$ cat src/rtl/i2c_ram_arbiter.sv
// Single-port RAM arbiter between the I2C slave engine and the menu controller,
// with a hardware clear sweep. All RAM-side and requester-side outputs are registered.
//
// state  | meaning
// IDLE   | arbitrate: pending clear, forced menu, slave, menu
// ACCESS | RAM acts on the registered address/data, write enable dropped
// RDWAIT | RAM read data valid; capture for reads, pulse owner ack
// DONE   | dead cycle while the requester drops its request
// CLEAR  | write 0x00 to 0..CLR_LAST, one address per cycle
module i2c_ram_arbiter #(
  parameter int ADDR_W        = 8,
  parameter int DATA_W        = 8,
  parameter int CLR_LAST      = 255,
  parameter int MENU_MAX_WAIT = 3
) (
  input  logic              clk,
  input  logic              reset,
  input  logic              slv_req,
  input  logic              slv_we,
  input  logic [ADDR_W-1:0] slv_addr,
  input  logic [DATA_W-1:0] slv_din,
  output logic              slv_ack,
  output logic [DATA_W-1:0] slv_dout,
  input  logic              menu_req,
  input  logic              menu_we,
  input  logic [ADDR_W-1:0] menu_addr,
  input  logic [DATA_W-1:0] menu_din,
  output logic              menu_ack,
  output logic [DATA_W-1:0] menu_dout,
  input  logic              clr_req,
  output logic              clr_busy,
  output logic [ADDR_W-1:0] ram_addr,
  output logic [DATA_W-1:0] ram_din,
  output logic              ram_we,
  input  logic [DATA_W-1:0] ram_dout
);

  typedef enum logic [2:0] {IDLE, ACCESS, RDWAIT, DONE, CLEAR} state_t;

  localparam logic [ADDR_W-1:0] CLR_LAST_A = ADDR_W'(CLR_LAST);
  localparam logic [3:0]        MAX_WAIT   = 4'(MENU_MAX_WAIT);

  state_t              state_q, state_d;
  logic                owner_menu_q, owner_menu_d;
  logic                owner_we_q, owner_we_d;
  logic [3:0]          wait_cnt_q, wait_cnt_d;
  logic                clr_pend_q, clr_pend_d;
  logic [ADDR_W-1:0]   clr_cnt_q, clr_cnt_d;
  logic [ADDR_W-1:0]   ram_addr_q, ram_addr_d;
  logic [DATA_W-1:0]   ram_din_q, ram_din_d;
  logic                ram_we_q, ram_we_d;
  logic                slv_ack_q, slv_ack_d;
  logic                menu_ack_q, menu_ack_d;
  logic [DATA_W-1:0]   slv_dout_q, slv_dout_d;
  logic [DATA_W-1:0]   menu_dout_q, menu_dout_d;
  logic                force_menu;
  logic                grant_menu;

  assign force_menu = menu_req && (wait_cnt_q == MAX_WAIT);
  assign grant_menu = force_menu || (menu_req && !slv_req);
  assign clr_busy   = clr_pend_q || (state_q == CLEAR);

  always_ff @(posedge clk or negedge reset) begin
    if (!reset) begin
      state_q      <= IDLE;
      owner_menu_q <= 1'b0;
      owner_we_q   <= 1'b0;
      wait_cnt_q   <= '0;
      clr_pend_q   <= 1'b0;
      clr_cnt_q    <= '0;
      ram_addr_q   <= '0;
      ram_din_q    <= '0;
      ram_we_q     <= 1'b0;
      slv_ack_q    <= 1'b0;
      menu_ack_q   <= 1'b0;
      slv_dout_q   <= '0;
      menu_dout_q  <= '0;
    end else begin
      state_q      <= state_d;
      owner_menu_q <= owner_menu_d;
      owner_we_q   <= owner_we_d;
      wait_cnt_q   <= wait_cnt_d;
      clr_pend_q   <= clr_pend_d;
      clr_cnt_q    <= clr_cnt_d;
      ram_addr_q   <= ram_addr_d;
      ram_din_q    <= ram_din_d;
      ram_we_q     <= ram_we_d;
      slv_ack_q    <= slv_ack_d;
      menu_ack_q   <= menu_ack_d;
      slv_dout_q   <= slv_dout_d;
      menu_dout_q  <= menu_dout_d;
    end
  end

  always_comb begin
    state_d = state_q;
    case (state_q)
      IDLE: begin
        if (clr_pend_q)               state_d = CLEAR;
        else if (slv_req || menu_req) state_d = ACCESS;
      end
      ACCESS: state_d = RDWAIT;
      RDWAIT: state_d = DONE;
      DONE:   state_d = IDLE;
      CLEAR:  if (clr_cnt_q == CLR_LAST_A) state_d = IDLE;
      default: state_d = IDLE;
    endcase
  end

  always_comb begin
    owner_menu_d = owner_menu_q;
    owner_we_d   = owner_we_q;
    wait_cnt_d   = wait_cnt_q;
    clr_pend_d   = clr_pend_q;
    clr_cnt_d    = clr_cnt_q;
    ram_addr_d   = ram_addr_q;
    ram_din_d    = ram_din_q;
    ram_we_d     = 1'b0;
    slv_ack_d    = 1'b0;
    menu_ack_d   = 1'b0;
    slv_dout_d   = slv_dout_q;
    menu_dout_d  = menu_dout_q;

    if (clr_req && !clr_busy) clr_pend_d = 1'b1;

    case (state_q)
      IDLE: begin
        if (!menu_req) wait_cnt_d = '0;
        if (!clr_pend_q) begin
          if (grant_menu) begin
            owner_menu_d = 1'b1;
            owner_we_d   = menu_we;
            ram_addr_d   = menu_addr;
            ram_din_d    = menu_din;
            ram_we_d     = menu_we;
            wait_cnt_d   = '0;
          end else if (slv_req) begin
            owner_menu_d = 1'b0;
            owner_we_d   = slv_we;
            ram_addr_d   = slv_addr;
            ram_din_d    = slv_din;
            ram_we_d     = slv_we;
            if (menu_req && wait_cnt_q != MAX_WAIT) wait_cnt_d = wait_cnt_q + 4'd1;
          end
        end
      end
      RDWAIT: begin
        if (owner_menu_q) begin
          menu_ack_d = 1'b1;
          if (!owner_we_q) menu_dout_d = ram_dout;
        end else begin
          slv_ack_d = 1'b1;
          if (!owner_we_q) slv_dout_d = ram_dout;
        end
      end
      CLEAR: begin
        ram_addr_d = clr_cnt_q;
        ram_din_d  = '0;
        ram_we_d   = 1'b1;
        if (clr_cnt_q == CLR_LAST_A) begin
          clr_cnt_d  = '0;
          clr_pend_d = 1'b0;
        end else begin
          clr_cnt_d = clr_cnt_q + ADDR_W'(1);
        end
      end
      default: ;
    endcase
  end

  assign ram_addr  = ram_addr_q;
  assign ram_din   = ram_din_q;
  assign ram_we    = ram_we_q;
  assign slv_ack   = slv_ack_q;
  assign menu_ack  = menu_ack_q;
  assign slv_dout  = slv_dout_q;
  assign menu_dout = menu_dout_q;

endmodule

$ cat config.mk
export PLATFORM = sky130hd
export DESIGN_NAME = i2c_ram_arbiter
export DESIGN_NICKNAME = d
export VERILOG_FILES = /design/src/rtl/i2c_ram_arbiter.sv
export SDC_FILE = /design/constraint.sdc
export NUM_CORES = 1
export LEC_CHECK = 0
export ABC_AREA = 1
export BUFFER_PORTS_ARGS = -buffer_cell sky130_fd_sc_hd__buf_2
export CAP_MARGIN = 20
export CORE_MARGIN = 5
export CORE_UTILIZATION = 41
export DETAILED_ROUTE_END_ITERATION = 8
export PLACE_DENSITY = 0.66
export SLEW_MARGIN = 20
export SYNTH_ARGS = -nofsm -noshare
export SYNTH_HDL_FRONTEND = slang
export SYNTH_SLANG_ARGS = --single-unit
$ cat constraint.sdc
create_clock -name clk -period 1.7 [get_ports clk]
set_input_delay 0.34 -clock clk [delete_from_list [all_inputs] [get_ports clk]]
set_output_delay 0.34 -clock clk [all_outputs]
set_load 0.005 [all_outputs]
Word-level counts from Yosys, hierarchy flattened
Index checks and enable logic that the tools add are counted.
{ "word_totals": {"ff_bits": 53, "input_bits": 47, "out_inout_bits": 36, "elab_cells": 78} }
{ "classes": {"n_addsub": 2, "n_eq_ne": 10, "mux": 33, "bitwise": 3, "n_reduce_logical": 17} }
{ "op_table": {"columns": ["cell", "count"], "rows": [
  ["8-bit two-way mux", 7],
  ["8-bit case mux with 2 select lines", 2],
  ["4-bit two-way mux", 5],
  ["1-bit two-way mux", 14],
  ["3-bit case mux with 4 select lines", 1],
  ["3-bit AND reduction", 4],
  ["3-bit two-way mux", 3],
  ["8-bit by 1-bit adder with 8-bit output, second input constant", 1],
  ["8-bit == test, second input constant", 1],
  ["3-bit != test, second input constant", 2],
  ["4-bit by 1-bit adder with 4-bit output, second input constant", 1],
  ["4-bit by 2-bit == test with 1-bit output, second input constant", 1],
  ["1-bit logical AND", 4],
  ["4-bit by 2-bit != test with 1-bit output, second input constant", 1],
  ["2-bit nonzero test", 2],
  ["3-bit by 1-bit == test with 1-bit output, second input constant", 1],
  ["3-bit by 2-bit == test with 1-bit output, second input constant", 1],
  ["3-bit == test, second input constant", 1],
  ["3-bit logical NOT", 1],
  ["1-bit logical OR", 3],
  ["1-bit NOT", 3],
  ["1-bit logical NOT", 2],
  ["2-bit by 1-bit != test with 1-bit output, second input constant", 1],
  ["2-bit != test, second input constant", 1],
  ["2 further kinds", 2]
]} }

Longest topological paths before layout
{ "depth": {"word_depth": 7, "mapped_depth": 9, "ltp_nobuf": 8} }

Worst setup path after synthesis
No wires, ideal clock.
{ "synth_path": {"path_kind": "flip-flop to flip-flop", "from": "reg wait_cnt_q[0]", "to": "reg ram_addr_q[1] (netlist: ram_addr[1])", "setup_time_ps": 118, "t_arrival_ps": 1201, "required_ps": 1582, "slack_ps": 381, "path_stages_with_launch": 7, "n_path_buf": 1, "period_less_slack_ps": 1319, "path_cell_list": "dfrtp_1 ha_1 nand3_2 buf_2 nand3b_1 nand3_1 nand2_1"} }
{ "synth_via": {"elab_chain_len": 6, "elab_cells_between_ends": 8, "cone_classes": "eq/ne: 2; mux: 3; reduce/logical: 3"} }
{ "synth_rtl": {"columns": ["element", "line_no", "text"], "rows": [
  ["start, declared", "46", "logic [3:0] wait_cnt_q, wait_cnt_d;"],
  ["start signal, assigned", "82", "wait_cnt_q <= wait_cnt_d;"],
  ["4-bit by 2-bit == test with 1-bit output *", "59", "assign force_menu = menu_req && (wait_cnt_q == MAX_WAIT);"],
  ["1-bit logical AND *", "59", null],
  ["1-bit logical OR *", "60", "assign grant_menu = force_menu || (menu_req && !slv_req);"],
  ["8-bit two-way mux", "130", "if (grant_menu) begin"],
  ["8-bit two-way mux", "129", "if (!clr_pend_q) begin"],
  ["8-bit case mux with 2 select lines", "126", "case (state_q)"],
  ["end signal, assigned", "85", "ram_addr_q <= ram_addr_d;"],
  ["end, declared", "49", "logic [ADDR_W-1:0] ram_addr_q, ram_addr_d;"]
]} }
Every way passes the cells marked *; elsewhere a longest branch is shown, timed or not. The select of a mux whose other input is x is not followed.
A chain may end at the register's enable or synchronous reset.

Final worst setup path
{ "layout_path": {"from": "reg state_q[0]", "to": "out clr_busy"} }
{ "layout_via": {"elab_chain_len": 2} }
{ "layout_rtl": {"columns": ["element", "line_no", "text"], "rows": [
  ["start, declared", "43", "state_t state_q, state_d;"],
  ["start signal, assigned", "79", "state_q <= state_d;"],
  ["3-bit == test", "61", "assign clr_busy = clr_pend_q || (state_q == CLEAR);"],
  ["1-bit logical OR", "61", null],
  ["end, declared", "31", "output logic clr_busy,"]
]} }
Every way passes these cells.

==> results.cfg <==
[layout]
nets = 481
final_area_mm2 = 0.00331
drive_gt1_share_pct = 26.6
multi_input_area_mm2 = 0.00114
layout_common_cells = nand2_1 (115), buf_2 (82), dfrtp_1 (52)
antennaDiodeCount = 0
layout.area.seq_mm2 = 0.00133
final_common_cell = nand2_1
area_growth_pct = 21.0
layout.filler_cells = 635

[power_and_ir_drop]
power_density_mw_per_mm2 = 1200
irDropWorstVdd_v = 0.000580
power_leakage_uw = 0.00189

[critical_path]
crit_buf_inv = 1
critPathLaunch = state_q[0]$_DFFE_PN0P_
critPathMaxStageDelay_ns = 0.45
critPathArrivalTime_ns = 1.28
slowest_stage = dfrtp_2
timing.rr.start = wait_cnt_q[0]$_DFFE_PN0P_
path_class = register to output port
rrSetupSlack_ns = 0.19
critPathCaptureType = output port
start_kind = register
path_delay_family = flip-flops
cp_cell_sequence = nor2_4 > nand2_4 > nand2_1 > buf_2
required_ns = 1.36
critPathMaxFanout = 15

[timing]
post-route-min-period_ns = 1.62
hold_violations = 0
fin_skew_ns = 0.00920
worst_pin_slew_ns = 0.347
fin_crit_sh_pct = 95.4
slew_headroom_pct = 76.8
fmax_ghz = 0.617
setup_violations = 0
fin_ws_ns = 0.0780
slew_viol_final = 0

[synth]
synth_area_mm2 = 0.00274
ys_types = 27
synth_area_per_cell_um2 = 7.88
ys_seq_elements = 53
yosysWarnings = 0
yosysSeqAreaShare_pct = 48.5
syn-num-nets = 396
syn_inst = 347

[place]
routabilityCongestion = 0.842
placed_cell_area_mm2 = 0.00320
dp_hpwl_mm = 4.69
portBuffers = 82
place_ws_ns = 0.209

[clock_network]
clock_latency_ns = 0.31
cts_tree = done
cts.reportedPaths.clkPinSlew_ns = 0.09
cts_buffers = 5
clock_tree.buffer_depth = 2
clkSinkCount = 53
htreeDepth = 2
root_buffer = clkbuf_8

[min_path]
hp-class = input pin to async pin

[detailed_routing]
drc = 0
wirelength_mm = 6.31
vias = 2466
wl_per_cell_um = 12.4
dr.pass1.iters = 4
drt_iter0_drc = 122
ant_nets = 0
viasPerCell = 4.84

[floorplan]
die_x_um = 91.7
die_h_um = 91.7
rows = 29
core_mm2 = 0.00642
die_area_mm2 = 0.00840
pin_count = 83
start_util_pct = 42.6

[global_route]
grt_usage_pct = 16.1
grt_use_met2_pct = 25.4
grt-busiest-layer = met2
grt_overflow = 0
use_met3_pct = 4.75
grt_pass1_vias = 2392
use_met1_pct = 21.3
grt_max_degree = 54
antenna_found_initial = 0
grt_first_pass_wirelength_mm = 11.1

[flow_run]
maxCapViolations = 0

[run_status]
status = finished, final reports clean
-- per-layer routing --
metal  vias to the layer above  share of wire (%)
li1                       1254                  -
met1                      1112                 44
met2                        91                 46
met3                         9                8.7
met4                         0                1.5
met5                         -                  0
-- per-stage QoR --
stage                     util (%)  setup TNS, ns  hold slack (ns)  total power [uW]  std cells
after global placement        49.9              0            0.359              3240        500
final                         51.5              0          0.00650              3960        510
after floorplan                  -              0           0.0444              2700        347
after global routing          51.5       -0.00500           0.0184              4320        510
after CTS                     51.3              0           0.0165              4010        508
after detailed placement      49.9              0            0.360              3280        500
-- flip-flops by register name, summed over array words and instances (netlist names) --
signal,cells
clr_cnt_q,8
ram_addr,8
slv_ack,1
clr_pend_q,1
owner_menu_q,1
owner_we_q,1
wait_cnt_q,4
menu_ack,1
ram_din,8
slv_dout,8
ram_we,1
state_q,3
menu_dout,8
-- cell families (layout without fill, tap and decap cells) --
kind of cell,after synthesis,in the layout,synth area share (%)
simple gates,207,207,35.5
buf+inv,59,145,9.84
flops,53,53,48.5
compound gates,23,23,4.21
fa+ha+maj,2,2,0.915
xor+xnor,2,2,0.641
mux,1,1,0.366
-- power by group --
group          switching [uW]  internal (uW)  leakage, uW
sequential                276           1660     0.000641
combinational             718            588      0.00120
clock                     427            293    0.0000445
total                    1420           2540      0.00189
-- area by class of cell --
cell class,instances,area share [%]
sequential,53,40.1
multi-input combinational,235,34.4
timing repair buffer,89,14.4
inverter,48,5.48
tap,77,2.91
clock buffer,5,2.08
clock inverter,3,0.642
-- path summary, 6_finish.rpt --
check	endpoint	cells past startpoint
setup / recovery	clr_busy	4
hold / removal	ram_din[5]$_DFFE_PN0P_	2
setup reg to reg	owner_we_q$_DFFE_PN0P_	7
hold reg to reg	slv_ack$_DFF_PN0_	1
max in group asynchronous	ram_we$_DFF_PN0_	2
min in group clk	menu_dout[7]$_DFFE_PN0P_	3
-- repair_timing --
action                                  4_1_cts  5_1_grt
hold buffers                                  0        0
endpoints found under the setup margin        0        1
resized for setup                             0        1
setup buffers                                 0        2
-- synth_stat cells --
master,instances,area (um2)
nand4_1,3,18.8
nand4_2,1,12.5
dfrtp_1,53,1330
nand3_1,40,200
xor2_1,1,8.76
ha_1,2,25.0
nand3b_1,14,105
nand2_2,5,31.3
mux2i_1,1,10.0
o21ai_1,1,5.00
xnor2_1,1,8.76
a21oi_1,4,20.0
buf_2,4,20.0
buf_6,4,45.0
nor3_4,1,16.3
o21ai_0,18,90.1
nand2_4,2,22.5
nand3_2,2,20.0
nand2_1,115,432
nor2_2,2,12.5
nor2_4,2,22.5
inv_2,1,3.75
clkinv_2,1,5.00
nor2_1,17,63.8
inv_1,46,173
nor3_1,3,15.0
buf_4,3,22.5
Power figures use the tool's default switching activity.
